===== src/rtl/noc_local_ni_if.sv =====
// Bundle between a neuron core, the local network interface and router local port 0.
// slave = the network interface, master = the core/router side driving it.
interface noc_local_ni_if #(
  parameter int unsigned FW = 36,
  parameter int unsigned B  = 4,
  parameter int unsigned XW = 4,
  parameter int unsigned YW = 4
);
  localparam int unsigned PW = FW - XW - YW;
  localparam int unsigned CW = $clog2(B) + 1;

  // core TX side
  logic          tx_valid;
  logic          tx_ready;
  logic [XW-1:0] tx_dx;
  logic [YW-1:0] tx_dy;
  logic [PW-1:0] tx_payload;
  // router local input
  logic          flit_out_wr;
  logic [FW-1:0] flit_out;
  logic          credit_in;
  // router local output
  logic          flit_in_wr;
  logic [FW-1:0] flit_in;
  logic          credit_out;
  // core RX side
  logic          rx_valid;
  logic          rx_ready;
  logic [PW-1:0] rx_payload;
  logic [CW-1:0] rx_count;
  // sticky protocol errors
  logic          err_overflow;
  logic          err_credit;

  modport slave (
    input  tx_valid, tx_dx, tx_dy, tx_payload, credit_in, flit_in_wr, flit_in, rx_ready,
    output tx_ready, flit_out_wr, flit_out, credit_out, rx_valid, rx_payload, rx_count,
           err_overflow, err_credit
  );

  modport master (
    output tx_valid, tx_dx, tx_dy, tx_payload, credit_in, flit_in_wr, flit_in, rx_ready,
    input  tx_ready, flit_out_wr, flit_out, credit_out, rx_valid, rx_payload, rx_count,
           err_overflow, err_credit
  );
endinterface


===== src/rtl/noc_local_ni.sv =====
// Local network interface: credit-flow-controlled TX flit injection and a B-deep RX
// FIFO that returns one credit to the router per flit popped by the core.
module noc_local_ni #(
  parameter int unsigned FW = 36,
  parameter int unsigned B  = 4,
  parameter int unsigned XW = 4,
  parameter int unsigned YW = 4
) (
  input  logic           clk,
  input  logic           rst,
  noc_local_ni_if.slave  bus
);
  localparam int unsigned PW = FW - XW - YW;
  localparam int unsigned AW = $clog2(B);
  localparam int unsigned CW = AW + 1;

  // ---------------- TX path ----------------
  logic [CW-1:0] tx_cnt;
  logic          tx_ready_c;
  logic          tx_hs_c;
  logic          err_credit_q;
  logic          flit_wr_q;
  logic [FW-1:0] flit_q;

  assign tx_ready_c = (tx_cnt != '0);
  assign tx_hs_c    = bus.tx_valid & tx_ready_c;

  // Credit counter; a handshake and a returned credit in the same cycle cancel out.
  always_ff @(posedge clk or posedge rst) begin
    if (rst) begin
      tx_cnt       <= CW'(B);
      err_credit_q <= 1'b0;
    end else if (tx_hs_c && !bus.credit_in) begin
      tx_cnt <= tx_cnt - CW'(1);
    end else if (!tx_hs_c && bus.credit_in) begin
      if (tx_cnt == CW'(B)) err_credit_q <= 1'b1;
      else                  tx_cnt       <= tx_cnt + CW'(1);
    end
  end

  // Flit launch register; flit_out holds its last value between launches.
  always_ff @(posedge clk or posedge rst) begin
    if (rst) begin
      flit_wr_q <= 1'b0;
      flit_q    <= '0;
    end else begin
      flit_wr_q <= tx_hs_c;
      if (tx_hs_c) flit_q <= {bus.tx_dx, bus.tx_dy, bus.tx_payload};
    end
  end

  // ---------------- RX path ----------------
  logic [PW-1:0] mem [B];
  logic [CW-1:0] wr_ptr;
  logic [CW-1:0] rd_ptr;
  logic [CW-1:0] rx_cnt;
  logic          credit_q;
  logic          err_overflow_q;
  logic          rx_full_c;
  logic          rx_valid_c;
  logic          pop_c;
  logic          push_c;
  logic          overflow_c;
  logic          unused_route;

  // Routing fields are spent by the time a flit reaches its destination.
  assign unused_route = ^bus.flit_in[FW-1:PW];

  assign rx_full_c  = (rx_cnt == CW'(B));
  assign rx_valid_c = (rx_cnt != '0);
  assign pop_c      = rx_valid_c & bus.rx_ready;
  // A pop on a full FIFO frees the slot in time for the same-cycle push.
  assign push_c     = bus.flit_in_wr & (~rx_full_c | pop_c);
  assign overflow_c = bus.flit_in_wr & rx_full_c & ~pop_c;

  always_ff @(posedge clk or posedge rst) begin
    if (rst) begin
      wr_ptr         <= '0;
      rd_ptr         <= '0;
      rx_cnt         <= '0;
      credit_q       <= 1'b0;
      err_overflow_q <= 1'b0;
    end else begin
      credit_q <= pop_c;
      if (push_c) wr_ptr <= wr_ptr + CW'(1);
      if (pop_c)  rd_ptr <= rd_ptr + CW'(1);
      if (push_c && !pop_c)      rx_cnt <= rx_cnt + CW'(1);
      else if (!push_c && pop_c) rx_cnt <= rx_cnt - CW'(1);
      if (overflow_c) err_overflow_q <= 1'b1;
    end
  end

  // Storage array carries no reset; occupancy is tracked by the pointers.
  always_ff @(posedge clk) begin
    if (push_c) mem[wr_ptr[AW-1:0]] <= bus.flit_in[PW-1:0];
  end

  assign bus.tx_ready     = tx_ready_c;
  assign bus.flit_out_wr  = flit_wr_q;
  assign bus.flit_out     = flit_q;
  assign bus.credit_out   = credit_q;
  assign bus.rx_valid     = rx_valid_c;
  assign bus.rx_payload   = mem[rd_ptr[AW-1:0]];
  assign bus.rx_count     = rx_cnt;
  assign bus.err_overflow = err_overflow_q;
  assign bus.err_credit   = err_credit_q;
endmodule


===== src/flat_wrapper.sv =====
// flat-port wrapper written by rule: the top's interface ports become plain ports
module noc_local_ni_flat 
#(
  parameter int unsigned FW = 36,
  parameter int unsigned B  = 4,
  parameter int unsigned XW = 4,
  parameter int unsigned YW = 4
)
  (clk, rst, bus_tx_valid, bus_tx_dx, bus_tx_dy, bus_tx_payload, bus_credit_in, bus_flit_in_wr, bus_flit_in, bus_rx_ready, bus_tx_ready, bus_flit_out_wr, bus_flit_out, bus_credit_out, bus_rx_valid, bus_rx_payload, bus_rx_count, bus_err_overflow, bus_err_credit);
  noc_local_ni_if #(.FW(FW), .B(B), .XW(XW), .YW(YW)) bus_i ();
  input  logic clk;
  input  logic rst;
  input wire logic [$bits(bus_i.tx_valid)-1:0] bus_tx_valid;
  input wire logic [$bits(bus_i.tx_dx)-1:0] bus_tx_dx;
  input wire logic [$bits(bus_i.tx_dy)-1:0] bus_tx_dy;
  input wire logic [$bits(bus_i.tx_payload)-1:0] bus_tx_payload;
  input wire logic [$bits(bus_i.credit_in)-1:0] bus_credit_in;
  input wire logic [$bits(bus_i.flit_in_wr)-1:0] bus_flit_in_wr;
  input wire logic [$bits(bus_i.flit_in)-1:0] bus_flit_in;
  input wire logic [$bits(bus_i.rx_ready)-1:0] bus_rx_ready;
  output wire logic [$bits(bus_i.tx_ready)-1:0] bus_tx_ready;
  output wire logic [$bits(bus_i.flit_out_wr)-1:0] bus_flit_out_wr;
  output wire logic [$bits(bus_i.flit_out)-1:0] bus_flit_out;
  output wire logic [$bits(bus_i.credit_out)-1:0] bus_credit_out;
  output wire logic [$bits(bus_i.rx_valid)-1:0] bus_rx_valid;
  output wire logic [$bits(bus_i.rx_payload)-1:0] bus_rx_payload;
  output wire logic [$bits(bus_i.rx_count)-1:0] bus_rx_count;
  output wire logic [$bits(bus_i.err_overflow)-1:0] bus_err_overflow;
  output wire logic [$bits(bus_i.err_credit)-1:0] bus_err_credit;
  assign bus_i.tx_valid = bus_tx_valid;
  assign bus_i.tx_dx = bus_tx_dx;
  assign bus_i.tx_dy = bus_tx_dy;
  assign bus_i.tx_payload = bus_tx_payload;
  assign bus_i.credit_in = bus_credit_in;
  assign bus_i.flit_in_wr = bus_flit_in_wr;
  assign bus_i.flit_in = bus_flit_in;
  assign bus_i.rx_ready = bus_rx_ready;
  assign bus_tx_ready = bus_i.tx_ready;
  assign bus_flit_out_wr = bus_i.flit_out_wr;
  assign bus_flit_out = bus_i.flit_out;
  assign bus_credit_out = bus_i.credit_out;
  assign bus_rx_valid = bus_i.rx_valid;
  assign bus_rx_payload = bus_i.rx_payload;
  assign bus_rx_count = bus_i.rx_count;
  assign bus_err_overflow = bus_i.err_overflow;
  assign bus_err_credit = bus_i.err_credit;
  noc_local_ni #(.FW(FW), .B(B), .XW(XW), .YW(YW)) u_core (.clk(clk), .rst(rst), .bus(bus_i));
endmodule

===== config.mk =====
export PLATFORM = sky130hd
export DESIGN_NAME = noc_local_ni_flat
export DESIGN_NICKNAME = d
export VERILOG_FILES = /design/src/rtl/noc_local_ni_if.sv /design/src/rtl/noc_local_ni.sv /design/src/flat_wrapper.sv
export SDC_FILE = /design/constraint.sdc
export NUM_CORES = 1
export LEC_CHECK = 0
export BUFFER_PORTS_ARGS = -buffer_cell sky130_fd_sc_hd__buf_4
export CORE_ASPECT_RATIO = 1.25
export CORE_UTILIZATION = 30
export CTS_BUF_LIST = sky130_fd_sc_hd__clkbuf_16
export DETAILED_ROUTE_END_ITERATION = 16
export GPL_TIMING_DRIVEN = 0
export SLEW_MARGIN = 20
export SYNTH_ARGS = -nofsm -noshare
export SYNTH_HDL_FRONTEND = slang
export SYNTH_SLANG_ARGS = --single-unit

===== constraint.sdc =====
create_clock -name clk -period 3.15 [get_ports clk]
set_clock_uncertainty 0.15 [all_clocks]
set_input_delay 0.1575 -clock clk [delete_from_list [all_inputs] [get_ports clk]]
set_output_delay 0.1575 -clock clk [all_outputs]
set_load 0.02 [all_outputs]

==> flow_metrics.env, run 1 <==
export IMPL_cts_root_buf="clkbuf_16"
export IMPL_synth_nets=378
export IMPL_crit_family="adder cells"
export IMPL_arrival_ns=2.84
export IMPL_final_util_pct=44.6
export IMPL_io_buffers=142
export IMPL_core_area_mm2=0.0202
export IMPL_clk_pin_slew_ns=0.08
export IMPL_initial_core_util_pct=30.9
export IMPL_die_area_mm2=0.0214
export IMPL_cts_resized_gates=0
export IMPL_pwr_density_cell_mw_per_mm2=884
export IMPL_wl_per_cell_um=16.0
export IMPL_cts_buffers_inserted=17
export IMPL_setup_tns_ns=0
export IMPL_maxSlewHeadroom_pct=57.0
export IMPL_layout_drive_gt1_share_pct=48.8
export IMPL_gr_total_overflow=0
export IMPL_fp_dieW_um=131
export IMPL_worst_slack_ns=0.513
export IMPL_grt_pass1_vias=3994
export IMPL_yosysSeqAreaShare_pct=73.9
export IMPL_yosys_cell_types_count=33
export IMPL_vias=3546
export IMPL_cts_num_sinks=162
export IMPL_hold_path_end="u_core.bus.flit_out_wr"
export IMPL_busiest_layer="met2"
export IMPL_tightest_slew_ns=0.645
export IMPL_post_cts_buffers=0
export IMPL_num_rows=58
export IMPL_use_met3_pct=5.21
export IMPL_design_area_mm2=0.00904
export IMPL_slew_viol_final=0
export IMPL_track_usage_pct=12.9
export IMPL_clk_latency_ns=0.43
export IMPL_hpwlAfterDp_um=8340
export IMPL_setup_viol=0
export IMPL_r2r_end="u_core.tx_cnt[2]"
export IMPL_globalRouteMet2Util_pct=23.2
export IMPL_rsz0062_at_grt="no"
export IMPL_power_uw=7990
export IMPL_crit_buf_inv=3
export IMPL_drc=0
export IMPL_first_pass_iters=4
export IMPL_clockBufferDepth=2
export IMPL_io_pins=151
export IMPL_grt_pass1_wl_um=20200
export IMPL_crit_fanout=10
export IMPL_crit_start="u_core.tx_cnt[2]"
export IMPL_hold_viol=0
export IMPL_critPathKind="register to register"
export IMPL_viasPerCell=4.38
export IMPL_post_route_period_util_pct=83.7
export IMPL_worstSetupEndpointType="register"
export IMPL_ys_warn_count=0
export IMPL_pre_cts_slack_ns=0.535
export IMPL_place_area_mm2=0.00776
export IMPL_areaGrowthSynthToFinish_pct=44.6
export IMPL_rr_worst_depth=10
export IMPL_drt_iter0_markers=145
export IMPL_max_cap_violations=0
export IMPL_ant_nets=0
export IMPL_antenna_cells=0
export IMPL_grt_antenna_before_repair=0
export IMPL_cpMostUsedCell="inv_1"
export IMPL_cp_start_kind="register"
export IMPL_die_height_um=163
export IMPL_ctsHoldBuffers=69
export IMPL_finalNetCount=613
export IMPL_r2r_start="u_core.tx_cnt[2]"
export IMPL_regToRegSetupSlack_ns=0.51
export IMPL_grt_start_max_net_pins=29
export IMPL_hold_depth=4
export IMPL_leakage_uw=0.00359
export IMPL_ys_ff_latch=162
export IMPL_ir_drop_mv=0.413
export IMPL_worstHoldStart="bus_tx_valid"
export IMPL_wl_um=13000
export IMPL_crit_chain="or3_4, nand2_4, buf_4, inv_1, ha_1, inv_1, fa_1, or2_2, o21ai_0, a31oi_1"
export IMPL_synth_cells=291
export IMPL_use_met1_pct=13.5
export IMPL_timing_final_crit_period_ns=2.64
export IMPL_max_freq_ghz=0.379
export IMPL_synth_area_mm2=0.00625
export IMPL_cts_tree="built"
export IMPL_avgSynthCellArea_um2=21.5
export IMPL_hold_path_class="input pin to register"
export IMPL_cpMaxStageDelayCell="dfstp_2"
export IMPL_critical_path_max_stage_delay_ns=0.58
export IMPL_htreeDepth=4
export IMPL_status="finished, final reports clean"
export IMPL_gp_congestion=0.726
export IMPL_crit_required_ns=3.35
-- power breakdown --
group / switching [uW] / total, uW / leakage [uW] / internal (uW)
Combinational: 1490 / 2940 / 0.00170 / 1450
Sequential: 223 / 3050 / 0.00161 / 2820
Clock: 948 / 2010 / 0.000287 / 1060
-- stage by stage --
stage               instances  hold slack [ns]
detailed placement        708           0.0834
CTS                       809          0.00239
global placement          703            0.207
finish                    809           0.0206
floorplan                 291            0.106
global route              809          0.00969
-- synthesized netlist by cell type --
cell type	number	area (um2)
mux2_2	17	191
nand2_4	1	11.3
or2_2	1	6.26
nor2_1	2	7.51
xnor2_1	4	35.0
a311oi_1	1	8.76
mux4_2	28	631
a21o_1	2	15.0
a31oi_1	1	6.26
a41o_1	1	10.0
nor4b_1	1	8.76
or3_1	1	6.26
ha_1	7	87.6
inv_1	11	41.3
nor2b_1	1	6.26
dfrtp_1	49	1230
buf_4	1	7.51
a21oi_1	3	15.0
mux2_1	1	11.3
buf_2	6	30.0
edfxtp_1	112	3360
fa_1	2	40.0
dfstp_2	1	26.3
mux2_4	20	300
clkbuf_1	1	3.75
o31a_1	1	8.76
or3_4	1	11.3
o21ai_0	1	5.00
xor2_1	3	26.3
buf_12	3	60.1
and2_1	4	25.0
nand2_1	2	7.51
or3b_2	1	8.76
-- sequential cells by signal, indices dropped and copies added, names as in the netlist --
register                 flops
u_core.bus.err_credit        1
u_core.bus.rx_count          3
u_core.bus.credit_out        1
u_core.wr_ptr                2
u_core.tx_cnt                3
u_core.bus.flit_out         36
u_core.bus.flit_out_wr       1
u_core.mem                 112
u_core.rd_ptr                2
u_core.bus.err_overflow      1
-- cell type report --
type	count	area, um2
Timing Repair Buffer	216	1860
Multi-Input combinational cell	107	1500
Fill cell	1748	11200
Clock inverter	15	164
Buffer	11	101
Inverter	11	41.3
Tap cell	270	338
Sequential cell	162	4620
Clock buffer	17	425
-- placed cells by master (no fill, tap or decap), drive strengths merged --
| master | instances |
|---|---|
| nor2 | 2 |
| inv | 18 |
| xnor2 | 4 |
| edfxtp | 112 |
| or3 | 2 |
| o21ai | 1 |
| dlygate4sd3 | 69 |
| nor2b | 1 |
| nor4b | 1 |
| and2 | 4 |
| a21o | 2 |
| a31oi | 1 |
| dfrtp | 49 |
| ha | 7 |
| fa | 2 |
| a41o | 1 |
| or3b | 1 |
| nand2 | 3 |
| a311oi | 1 |
| mux2 | 38 |
| clkinv | 8 |
| a21oi | 3 |
| o31a | 1 |
| mux4 | 28 |
| clkbuf | 18 |
| xor2 | 3 |
| dfstp | 1 |
| buf | 157 |
| or2 | 1 |
-- worst max path at each step --
stage	to	slack, ns	cells after the start
after floorplan	u_core.tx_cnt[2]	0.73	10
after global placement	u_core.mem[1][19]	0.39	4
after detailed placement	u_core.tx_cnt[2]	0.53	10
after CTS	u_core.tx_cnt[2]	0.51	10
after global routing	u_core.bus.rx_count[1]	0.38	7
final	u_core.tx_cnt[2]	0.51	10
-- routing by layer --
layer,wire (um),share of wire (%)
met1,5230,40
met2,6670,51
met3,955,7.4
met4,104,0.80
met5,0,0
-- worst register-to-register path, cell delays in order (launching register included) --
cell	delay, ns
dfstp_2	0.58
or3_4	0.15
nand2_4	0.06
buf_4	0.18
inv_1	0.09
ha_1	0.24
inv_1	0.11
fa_1	0.43
or2_2	0.29
o21ai_0	0.17
a31oi_1	0.11
-- cell families (layout without fill, tap and decap cells) --
kind of cell | after synthesis | in the layout | share of synthesized area (%)
muxes | 66 | 66 | 18.1
and+or+nand+nor | 15 | 15 | 1.58
AOI/OAI and AO/OA | 10 | 10 | 1.10
buffers and inverters | 22 | 270 | 2.28
adders and majority gates | 9 | 9 | 2.04
DFF | 162 | 162 | 73.9
xor gates and xnor gates | 7 | 7 | 0.981
(Power assumes the default switching activity.)
==> run 2: changes to the inputs <==
==> constraint.sdc (replaced) <==
create_clock -name clk -period 2.5 [get_ports clk]
set_clock_uncertainty 0.15 [all_clocks]
set_input_delay 0.125 -clock clk [delete_from_list [all_inputs] [get_ports clk]]
set_output_delay 0.125 -clock clk [all_outputs]
set_load 0.02 [all_outputs]
==> run 2 against run 1 <==
  * Sequential power up 26%
  * Non-clock buffer count up 1
  * Fmax increased by 10%
  * Global-route usage about the same
  * Via count increased by 0.17%
  * Hold slack better by 0.12 ns
  * Design area grew 0.44%
  * Sequential share of layout area fell by 0.23 points
==> flow_metrics.env, run 2 (synthesis results as in run 1) <==
export IMPL_initial_core_util_pct=30.9
export IMPL_crit_required_ns=2.70
export IMPL_max_freq_ghz=0.417
export IMPL_io_pins=151
export IMPL_gp_congestion=0.726
export IMPL_timing_final_crit_period_ns=2.40
export IMPL_gr_total_overflow=0
export IMPL_power_switching_uw=3360
export IMPL_grt_start_max_net_pins=29
export IMPL_use_met3_pct=5.21
export IMPL_layout_drive_gt1_share_pct=49.4
export IMPL_die_area_mm2=0.0214
export IMPL_wl_per_cell_um=16.1
export IMPL_clk_pin_slew_ns=0.08
export IMPL_sw_frac_of_total_pct=33.2
export IMPL_share_comb_of_total_power_pct=36.9
export IMPL_hold_path_class="input pin to asynchronous set/reset pin"
export IMPL_cp_start_kind="register"
export IMPL_ir_drop_mv=0.523
export IMPL_io_buffers=142
export IMPL_cts_num_sinks=162
export IMPL_htreeDepth=4
export IMPL_cts_tree="built"
export IMPL_mostFrequentLayoutCells="buf_4 (143), edfxtp_1 (112), dlygate4sd3_1 (70)"
export IMPL_pwr_density_cell_mw_per_mm2=1110
export IMPL_core_area_mm2=0.0202
export IMPL_clk_latency_ns=0.43
export IMPL_seq_power_share_pct=38.1
export IMPL_areaGrowthSynthToFinish_pct=45.3
export IMPL_tightest_slew_ns=0.644
export IMPL_viasPerCell=4.39
export IMPL_first_pass_iters=4
export IMPL_final_common_cell="buf_4"
export IMPL_busiest_layer="met2"
export IMPL_grt_pass1_wl_um=20200
export IMPL_final_cells=810
export IMPL_fp_dieW_um=131
export IMPL_maxSlewHeadroom_pct=57.0
export IMPL_grt_antenna_before_repair=0
export IMPL_hpwlAfterDp_um=8340
export IMPL_wl_um=13000
export IMPL_arrival_ns=2.60
export IMPL_rr_worst_depth=10
export IMPL_grt_pass1_vias=4008
export IMPL_drt_iter0_markers=148
export IMPL_cts_root_buf="clkbuf_16"
export IMPL_track_usage_pct=12.9
export IMPL_hold_viol=0
export IMPL_worstSetupEndpointType="register"
export IMPL_drc=0
export IMPL_die_height_um=163
export IMPL_post_route_period_util_pct=95.8
export IMPL_globalRouteMet2Util_pct=23.4
export IMPL_clockPowerShare_pct=25.0
export IMPL_status="finished, final reports clean"
export IMPL_largest_reg_flops=112
export IMPL_use_met1_pct=13.5
export IMPL_finalNetCount=614
export IMPL_power_uw=10100
export IMPL_cts_buffers_inserted=17
export IMPL_antenna_cells=0
export IMPL_critPathKind="register to register"
export IMPL_max_cap_violations=0
export IMPL_leakage_uw=0.00360
export IMPL_clockBufferDepth=2
export IMPL_p_int_uw=6740
export IMPL_num_rows=58
export IMPL_slew_viol_final=0
export IMPL_ant_nets=0
export IMPL_placedCellCount=708
export IMPL_vias=3552
export IMPL_setup_viol=0
export IMPL_crit_fanout=10
run 2: cell count changes in the layout (fill, tap and decap cells not counted):
| cell | change |
|---|---|
| dlygate4sd3_1 | +1 |
| fa_1 | -1 |
| fa_2 | +1 |
| ha_1 | -1 |
| ha_4 | +1 |
| inv_1 | -1 |
| inv_2 | +1 |
| nor4b_1 | -1 |
| nor4b_4 | +1 |
| o21ai_0 | -1 |
| o21ai_1 | +1 |
run 2: timing repair:
item / CTS / global route
gates resized for setup: 4 / 3
hold endpoints to repair: 200 / 1
hold buffers: 69 / 1
buffers inserted: 0 / 0
pin swaps: 0 / 1
endpoints found under the setup margin: 2 / 2
run 2: layout make-up:
type / instances / area (um2)
inverters: 11 / 41.3
repair buffers: 217 / 1870
well taps: 270 / 338
fillers: 1746 / 11200
clock inverters: 15 / 164
plain buffers: 11 / 101
flip-flops and latches: 162 / 4620
clock buffers: 17 / 425
multi-input cells: 107 / 1530
run 2: per-layer routing:
metal,wire length [um],up-vias,share of wire (%)
met5,0,-,0
met4,104,0,0.80
met3,965,10,7.4
met2,6730,137,52
met1,5240,1792,40
li1,-,1613,-
run 2: power by group through the flow:
stage / registers, uW / clock network (uW) / logic [uW]
2_1_floorplan: 4100 / 0 / 1970
3_3_place_gp: 3870 / 0 / 3540
3_5_place_dp: 3880 / 0 / 3680
4_1_cts: 3850 / 2600 / 3790
5_1_grt: 3920 / 2710 / 4010
6_report: 3850 / 2530 / 3720
run 2: worst max-delay path, cell delays in order (launching register included):
cell and delay [ns]:
dfstp_2 0.58, or3_4 0.15, nand2_4 0.06, buf_4 0.18, inv_2 0.09, ha_4 0.15
inv_1 0.08, fa_2 0.37, or2_2 0.28, o21ai_1 0.13, a31oi_1 0.10
run 2: path summary, 6_finish.rpt:
kind | from | endpoint | slack [ns]
worst max register to register | u_core.tx_cnt[2] | u_core.tx_cnt[2] | 0.10
worst max-delay path | u_core.tx_cnt[2] | u_core.tx_cnt[2] | 0.10
worst min register to register | u_core.bus.err_credit | u_core.bus.err_credit | 0.36
worst min-delay path | rst | u_core.bus.flit_out[31] | 0.14
max in group asynchronous | rst | u_core.tx_cnt[2] | 1.46
min in group clk | bus_flit_in[24] | u_core.mem[0][24] | 0.30
run 2: through the flow:
step	utilization [%]	worst slack, ns	setup TNS [ns]	area (um2)	hold slack, ns
6_report	44.8	0.104	0	9080	0.144
5_1_grt	44.8	-0.00161	-0.00161	9080	0.180
4_1_cts	44.7	0.00807	0	9060	0.0117
3_5_place_dp	38.3	-0.115	-0.215	7760	0.0509
3_3_place_gp	37.8	-0.263	-28.46	7650	0.175
2_1_floorplan	-	0.0759	0	6250	0.0739
==> run 3: changes to the inputs <==
--- a/config.mk
+++ b/config.mk
@@ -7,6 +7,7 @@
 export LEC_CHECK = 0
 export BUFFER_PORTS_ARGS = -buffer_cell sky130_fd_sc_hd__buf_4
 export CORE_ASPECT_RATIO = 1.25
+export CORE_MARGIN = 3
 export CORE_UTILIZATION = 30
 export CTS_BUF_LIST = sky130_fd_sc_hd__clkbuf_16
 export DETAILED_ROUTE_END_ITERATION = 16
==> run 3 against run 2 <==
  * Hold slack worse by 0.014 ns
  * Largest cell class unchanged
  * First-iteration DRC count down 30%
  * Critical path type unchanged
  * Design area is essentially flat
  * Fmax up 3.1%
  * Critical path depth shrank 1
==> flow_metrics.env, run 3 (synthesis results as in run 1) <==
export IMPL_status="finished, final reports clean"
export IMPL_slew_viol_final=0
export IMPL_tightest_slew_ns=0.712
export IMPL_critPathKind="register to register"
export IMPL_leakage_uw=0.00359
export IMPL_cpMaxStageDelayCell="dfrtp_2"
export IMPL_worstSetupEndpointType="register"
export IMPL_die_height_um=167
export IMPL_arrival_ns=2.52
export IMPL_antenna_cells=0
export IMPL_pwr_density_cell_mw_per_mm2=1120
export IMPL_grt_antenna_before_repair=0
export IMPL_cts_num_sinks=162
export IMPL_clk_latency_ns=0.42
export IMPL_first_pass_iters=4
export IMPL_final_common_cell="buf_4"
export IMPL_crit_fanout=11
export IMPL_io_pins=151
export IMPL_wl_per_cell_um=16.3
export IMPL_clk_pin_slew_ns=0.07
export IMPL_gp_congestion=0.699
export IMPL_areaGrowthSynthToFinish_pct=45.3
export IMPL_mostFrequentLayoutCells="buf_4 (143), edfxtp_1 (112), dlygate4sd3_1 (70)"
export IMPL_grt_pass1_wl_um=21500
export IMPL_htreeDepth=4
export IMPL_rsz0062_at_grt="no"
export IMPL_cts_tree="built"
export IMPL_max_cap_violations=0
export IMPL_crit_family="simple AND/OR/NAND/NOR gates"
export IMPL_wl_um=13200
export IMPL_final_util_pct=44.7
export IMPL_grt_start_max_net_pins=31
export IMPL_io_buffers=142
export IMPL_crit_chain="or3_4, nand2_4, inv_1, ha_4, inv_1, fa_2, xnor2_1, a21oi_1, a31oi_1"
export IMPL_largest_reg_flops=112
export IMPL_gr_total_overflow=0
export IMPL_crit_buf_inv=2
export IMPL_crit_required_ns=2.70
export IMPL_ir_drop_mv=0.487
export IMPL_die_area_mm2=0.0226
export IMPL_clockBufferDepth=2
export IMPL_viasPerCell=4.37
export IMPL_critical_path_max_stage_delay_ns=0.45
export IMPL_hold_path_class="input pin to asynchronous set/reset pin"
export IMPL_ant_nets=0
export IMPL_worst_slack_ns=0.176
export IMPL_layout_drive_gt1_share_pct=49.4
export IMPL_grt_pass1_vias=4068
export IMPL_cts_buffers_inserted=17
export IMPL_max_freq_ghz=0.430
export IMPL_drc=0
export IMPL_cp_start_kind="register"
export IMPL_initial_core_util_pct=30.8
export IMPL_setup_tns_ns=0
export IMPL_vias=3537
export IMPL_cts_root_buf="clkbuf_16"
export IMPL_num_rows=58
export IMPL_pre_cts_slack_ns=-0.168
export IMPL_fp_dieW_um=135
export IMPL_setup_viol=0
export IMPL_hpwlAfterDp_um=8670
export IMPL_hold_viol=0
export IMPL_maxSlewHeadroom_pct=52.5
export IMPL_cpMostUsedCell="inv_1"
export IMPL_finalNetCount=614
export IMPL_post_route_period_util_pct=93.0
export IMPL_track_usage_pct=12.3
export IMPL_drt_iter0_markers=103
export IMPL_timing_final_crit_period_ns=2.32
export IMPL_core_area_mm2=0.0203
[run 3: through the flow]
step	instances	instance area, um2	hold slack, ns	power [uW]
3_3_place_gp	703	7650	0.174	7430
2_1_floorplan	291	6250	0.0739	6070
5_1_grt	810	9080	0.168	10700
3_5_place_dp	708	7760	0.0378	7590
6_report	810	9080	0.131	10200
4_1_cts	811	9070	0.134	10300
[run 3: layout make-up]
class                   count  area (um2)
clock inverters            15         170
repair buffers            218        1870
fillers                  1776       11200
plain buffers              10        93.8
clock buffers              17         425
inverters                  11        41.3
multi-input cells         107        1520
flip-flops and latches    162        4620
well taps                 270         338
[run 3: layer usage]
metal / vias to the layer above / global-route usage (%) / wire length (um)
met1: 1772 / 14.6 / 5370
met4: 0 / 3.90 / 182
li1: 1606 / - / -
met3: 13 / 4.39 / 1070
met2: 146 / 20.9 / 6610
met5: - / 0 / 0
[run 3: worst register-to-register path, cell delays in order, from the launching register on]
cell and delay (ns):
dfrtp_2 0.45, or3_4 0.42, nand2_4 0.18, inv_1 0.11, ha_4 0.19, inv_1 0.12, fa_2 0.24, xnor2_1 0.13
a21oi_1 0.10, a31oi_1 0.17
[run 3: timing repair]
action                                  CTS  global route
hold buffers                             70             0
setup buffers                             1             0
endpoints found under the setup margin    2             2
resized for setup                         4             2
pin swaps                                 0             0
endpoints found under the hold margin   201             0
[run 3: power breakdown]
| part | total [uW] | switching, uW | leakage [uW] | internal [uW] |
|---|---|---|---|---|
| Combinational | 3740 | 1900 | 0.00170 | 1840 |
| Clock | 2570 | 1150 | 0.000285 | 1420 |
| Sequential | 3850 | 291 | 0.00161 | 3560 |
| Total | 10200 | 3350 | 0.00359 | 6820 |
[run 3: worst paths after layout]
kind / start / end / slack (ns) / depth (start not counted)
max: u_core.tx_cnt[0] / u_core.tx_cnt[2] / 0.18 / 9
min: rst / u_core.bus.flit_out[19] / 0.13 / 3
max reg2reg: u_core.tx_cnt[0] / u_core.tx_cnt[2] / 0.18 / 9
min reg2reg: u_core.bus.err_credit / u_core.bus.err_credit / 0.34 / 1
max in group asynchronous: rst / u_core.tx_cnt[2] / 1.47 / 4
min in group clk: bus_flit_in[27] / u_core.mem[0][27] / 0.30 / 2
